==> src/rtl/findstr_pkg.sv <==
// findstr_pkg: shared types, default pattern and the case-fold helper used by
// the findstr_match keyword spotter and its per-byte comparator.
package findstr_pkg;

  typedef logic [7:0] byte_t;

  localparam int                           DEF_PAT_LEN = 6;
  localparam logic [8*DEF_PAT_LEN-1:0]     DEF_PATTERN = "Welcom";

  // Fold ASCII lower-case letters to upper case by clearing bit 5; every
  // other byte value passes through unchanged.
  function automatic byte_t to_upper_byte(input byte_t b);
    if (b >= 8'h61 && b <= 8'h7A) begin
      return b & 8'hDF;
    end
    return b;
  endfunction

endpackage

==> src/rtl/findstr_byte_cmp.sv <==
// findstr_byte_cmp: single-byte equality check between a stream byte and a
// pattern byte. With FINDSTR_NOCASE_EN defined both sides are folded to upper
// case first; otherwise the compare is exact 8-bit.
module findstr_byte_cmp
  import findstr_pkg::*;
(
  input  logic [7:0] a,
  input  logic [7:0] b,
  output logic       eq
);

`ifdef FINDSTR_NOCASE_EN
  assign eq = (to_upper_byte(a) == to_upper_byte(b));
`else
  assign eq = (a == b);
`endif

endmodule

==> src/rtl/findstr_match.sv <==
// findstr_match: byte-serial keyword spotter. Keeps a sliding window of the
// last PAT_LEN-1 accepted bytes, compares {window, data} against PATTERN on
// every accepted byte, pulses get_flag for one cycle per occurrence and keeps
// a saturating hit count on num. Overlapping occurrences are all counted.
// Optional case-insensitive compare: define FINDSTR_NOCASE_EN.
module findstr_match
  import findstr_pkg::*;
#(
  parameter int                       PAT_LEN = DEF_PAT_LEN,
  parameter logic [8*PAT_LEN-1:0]     PATTERN = DEF_PATTERN,
  parameter int                       CNT_W   = 4
) (
  input  logic             clk,
  input  logic             rst_n,
  input  logic             dv,
  input  logic [7:0]       data,
  output logic [CNT_W-1:0] num,
  output logic             get_flag
);

  localparam int                 WIN_W    = 8 * (PAT_LEN - 1);
  localparam int                 FILL_W   = $clog2(PAT_LEN);
  localparam logic [FILL_W-1:0]  FILL_MAX = FILL_W'(PAT_LEN - 1);
  localparam logic [CNT_W-1:0]   NUM_MAX  = '1;

  logic [WIN_W-1:0]     window;
  logic [FILL_W-1:0]    fill;
  logic [8*PAT_LEN-1:0] candidate;
  logic [PAT_LEN-1:0]   byte_eq;
  logic                 hit;

  // The incoming byte becomes the least significant (last matched) byte.
  assign candidate = {window, data};

  // One comparator per pattern byte; a match needs every byte to agree.
  for (genvar i = 0; i < PAT_LEN; i++) begin : g_cmp
    findstr_byte_cmp u_cmp (
      .a  (candidate[8*i +: 8]),
      .b  (PATTERN[8*i +: 8]),
      .eq (byte_eq[i])
    );
  end

  // The fill guard stops the cleared window from matching before a full
  // pattern's worth of bytes has arrived since reset.
  assign hit = dv && (&byte_eq) && (fill == FILL_MAX);

  // Slide the window and advance the saturating fill counter on each accepted byte.
  always_ff @(posedge clk or negedge rst_n) begin
    if (!rst_n) begin
      window <= '0;
      fill   <= '0;
    end else if (dv) begin
      window <= candidate[WIN_W-1:0];
      if (fill != FILL_MAX) begin
        fill <= fill + 1'b1;
      end
    end
  end

  // Register the hit pulse and bump the saturating occurrence count.
  always_ff @(posedge clk or negedge rst_n) begin
    if (!rst_n) begin
      get_flag <= 1'b0;
      num      <= '0;
    end else begin
      get_flag <= hit;
      if (hit && (num != NUM_MAX)) begin
        num <= num + 1'b1;
      end
    end
  end

endmodule

==> config.mk <==
export PLATFORM = sky130hd
export DESIGN_NAME = findstr_match
export DESIGN_NICKNAME = d
export VERILOG_FILES = /design/src/rtl/findstr_pkg.sv /design/src/rtl/findstr_byte_cmp.sv /design/src/rtl/findstr_match.sv
export SDC_FILE = /design/constraint.sdc
export NUM_CORES = 1
export LEC_CHECK = 0
export ABC_AREA = 1
export CAP_MARGIN = 40
export CORE_AREA = 2 2 91 93
export CTS_CLUSTER_SIZE = 14
export DETAILED_ROUTE_END_ITERATION = 8
export DIE_AREA = 0 0 93 95
export HOLD_SLACK_MARGIN = 0.12
export PLACE_DENSITY = 0.55
export SLEW_MARGIN = 20
export SYNTH_ARGS = -nofsm -noshare
export SYNTH_HDL_FRONTEND = slang
export SYNTH_SLANG_ARGS = --single-unit
==> constraint.sdc <==
create_clock -name clk -period 1.2 [get_ports clk]
set_input_delay 0.12 -clock clk [delete_from_list [all_inputs] [get_ports clk]]
set_output_delay 0.12 -clock clk [all_outputs]
set_load 0.02 [all_outputs]
==> impl_metrics.py <==
metrics = {
    "global_route": {
        "antenna_found_initial": 0,
        "grt_pass1_wl_um": 8580,
        "grt_overflow": 0,
        "grt_pass1_vias": 1903,
        "grt_start_max_net_pins": 49,
        "grt_usage_pct": 12.3,
    },
    "synth": {
        "synth_area_um2": 2270,
        "yosysSeqAreaShare_pct": 52.8,
        "synth-edff-count": 0,
        "yosysWarnings": 0,
        "synthCells": 292,
        "synth_cell_type_count": 21,
        "synth_top_flop_cell": "dfrtp_1",
        "synth_nets": 306,
        "ys_ff_latch": 48,
        "avgSynthCellArea_um2": 7.79,
        "async_flop_share_pct": 100,
    },
    "cells_and_area": {
        "area_delta_synth_final_pct": 34.9,
        "fin_nets": 368,
        "layout-drive-gt1-share_pct": 22.8,
        "fin_util_pct": 38.7,
        "diodes": 0,
        "fillers": 851,
    },
    "critical_path": {
        "crit_type": "reg2reg",
        "cp-startpoint": "fill[1]",
        "r2r_start": "fill[1]",
        "r2r_cells": 9,
        "cp_max_fo": 4,
        "rrSetupSlack_ns": -0.18,
        "endpoint_kind": "flop",
        "critPathArrivalTime_ns": 1.58,
        "startpoint_type": "flop",
        "required_ns": 1.40,
    },
    "power_and_ir_drop": {
        "power.leakage_nw": 1.46,
        "pwr-share-comb_pct": 22.3,
        "power_frac_clock_pct": 29.8,
        "power.internal_w": 0.00301,
        "p_switching_w": 0.00116,
        "switching_share_pct": 27.9,
        "ir_drop_mv": 0.990,
        "p_per_area_nw_per_um2": 1360,
        "p_seq_share_pct": 47.9,
    },
    "timing": {
        "final-setup-viol-count": 4,
        "clock-skew-final_ns": 0.00874,
        "rsz0062_at_grt": "true",
        "drv_slew": 0,
        "holdWs_ns": 0.340,
        "setup_ws_ns": -0.181,
        "finalCritPeriodShare_pct": 115,
        "period_needed_ns": 1.38,
        "relSlewSlack_pct": 81.2,
        "max_freq_ghz": 0.724,
        "finalHoldViolCount": 0,
        "worst_pin_slew_ns": 0.283,
    },
    "drt": {
        "via_per_inst": 4.19,
        "dr.pass1.iters": 5,
        "drt_wl_total_um": 5020,
        "route.detailed.drc": 0,
        "vias": 1926,
        "drt_iter0_drc": 65,
        "wl_per_cell_um": 10.9,
        "detail-route-antenna-nets": 0,
    },
    "floorplanning": {
        "placeableCoreArea_um2": 7930,
        "fp.dieW_um": 93,
        "die_area_um2": 8840,
        "die_h_um": 95,
        "rows": 33,
        "ios": 16,
        "start_util_pct": 28.7,
    },
    "cts": {
        "cts_buffers": 5,
        "path_clk_slew_ns": 0.09,
        "root_buffer": "clkbuf_8",
        "cts.sinks": 48,
        "cts_tree": "done",
        "htree_levels": 2,
        "clock_path_buffers": 2,
        "clkLatencyLatePin_ns": 0.30,
    },
    "outcome": {
        "status": "complete, but fails checks",
        "violations": "setup timing",
    },
    "placement": {
        "routabilityCongestion": 0.797,
        "dp_hpwl_um": 3530,
        "io_buffers": 15,
    },
    "min_path": {
        "hold_class": "in2async",
    },
    "job": {
        "maxCapViolCount": 0,
    },
}
-- routing by layer --
| layer | GRT usage [%] | vias up | part of all wire [%] |
|---|---|---|---|
| met5 | 0 | - | 0 |
| met4 | 3.31 | 0 | 0.48 |
| met3 | 2.15 | 2 | 2.1 |
| met2 | 22.3 | 19 | 52 |
| met1 | 15.0 | 885 | 46 |
| li1 | - | 1020 | - |
-- Yosys cell counts (2+ instances only) --
| library cell | number | area share (%) |
|---|---|---|
| ha_1 | 3 | 1.7 |
| nand2_1 | 92 | 15 |
| nor3_1 | 2 | 0.44 |
| nand3_1 | 8 | 1.8 |
| nand4_1 | 6 | 1.7 |
| inv_1 | 43 | 7.1 |
| clkbuf_1 | 7 | 1.2 |
| nor2_4 | 2 | 0.99 |
| a21oi_1 | 2 | 0.44 |
| nor2_1 | 32 | 5.3 |
| dfrtp_1 | 48 | 53 |
| o21ai_0 | 38 | 8.4 |
-- layout make-up --
type	instances	area, um^2	area share, %
clock buffers	6	82.6	2.69
clock inverters	2	38.8	1.26
inverters	44	168	5.46
multi-input cells	192	927	30.2
flip-flops and latches	48	1200	39.2
well taps	105	131	4.28
repair buffers	63	517	16.8
-- worst paths after layout --
| check | endpoint |
|---|---|
| max reg2reg | num[3] |
| min reg2reg | window[23] |
| min in group clk | window[1] |
| max in group asynchronous | num[1] |
| max | num[3] |
| min | window[37] |
-- cell usage in the layout, fill, tap and decap left out, drive strengths merged --
master         synthesis  routed
nand3                  9       9
a211oi                 1       1
a21oi                  2       2
o21ai                 38      38
xor2                   1       1
dlygate4sd3            0       1
ha                     3       3
buf                    1      48
nor3                   2       2
inv                   44      44
clkbuf                 7       6
clkinv                 0       1
nand4                  6       6
nand3b                 1       1
clkdlybuf4s50          0       9
clkdlybuf4s15          0       2
dlygate4sd2            0       3
nand2                 93      93
xnor2                  1       1
nor2                  35      35
bufinv                 0       1
dfrtp                 48      48
-- sequential cells by signal (all words and copies together) (netlist names) --
register  cells
fill          3
window       40
num           4
get_flag      1
-- power groups by stage --
stage	Sequential, W	Combinational [W]	Clock [W]
2_1_floorplan	0.00199	0.000389	0
3_3_place_gp	0.00201	0.000778	0
3_5_place_dp	0.00202	0.000793	0
4_1_cts	0.00198	0.000827	0.00127
5_1_grt	0.00203	0.00106	0.00134
6_report	0.00200	0.000930	0.00124
-- metrics by stage --
step           instance area [um^2]  worst slack (ns)  std cells  setup TNS, ns  total power [W]
2_1_floorplan                  2290           -0.0640        292         -0.171          0.00238
3_3_place_gp                   2860            -0.279        447          -4.18          0.00279
3_5_place_dp                   2860            -0.313        447          -4.56          0.00281
4_1_cts                        3000            -0.171        457         -0.657          0.00409
5_1_grt                        3070            -0.310        460          -1.26          0.00442
6_report                       3070            -0.181        460         -0.671          0.00417
-- cells by family (layout without fill, tap and decap cells) --
| family | after synthesis | after routing | synth area share (%) |
|---|---|---|---|
| AND/OR/NAND/NOR | 146 | 146 | 26.6 |
| buffers and inverters | 52 | 115 | 9.02 |
| flip-flops | 48 | 48 | 52.8 |
| AO/OA/AOI/OAI | 41 | 41 | 9.13 |
| adder cells (fa/ha/maj) | 3 | 3 | 1.65 |
| XOR/XNOR | 2 | 2 | 0.770 |
-- critical path, stage by stage, from the launching register on --
cell and delay, ns:
dfrtp_1 0.40, inv_2 0.07, ha_4 0.13, nand4_1 0.09
nor2_1 0.09, nand2_1 0.10, nor2_4 0.16, nand4_1 0.11
nand2_1 0.09, inv_1 0.03
-- timing repair --
action | CTS | global route
hold buffers | 1 | 0
cloned | 0 | 0
endpoints found under the hold margin | 48 | 0
setup endpoints to repair | 11 | 11
gates resized for setup | 6 | 18
setup buffers | 1 | 3
pin swaps | 0 | 5
No activity file was read; power rests on OpenSTA's default activity.
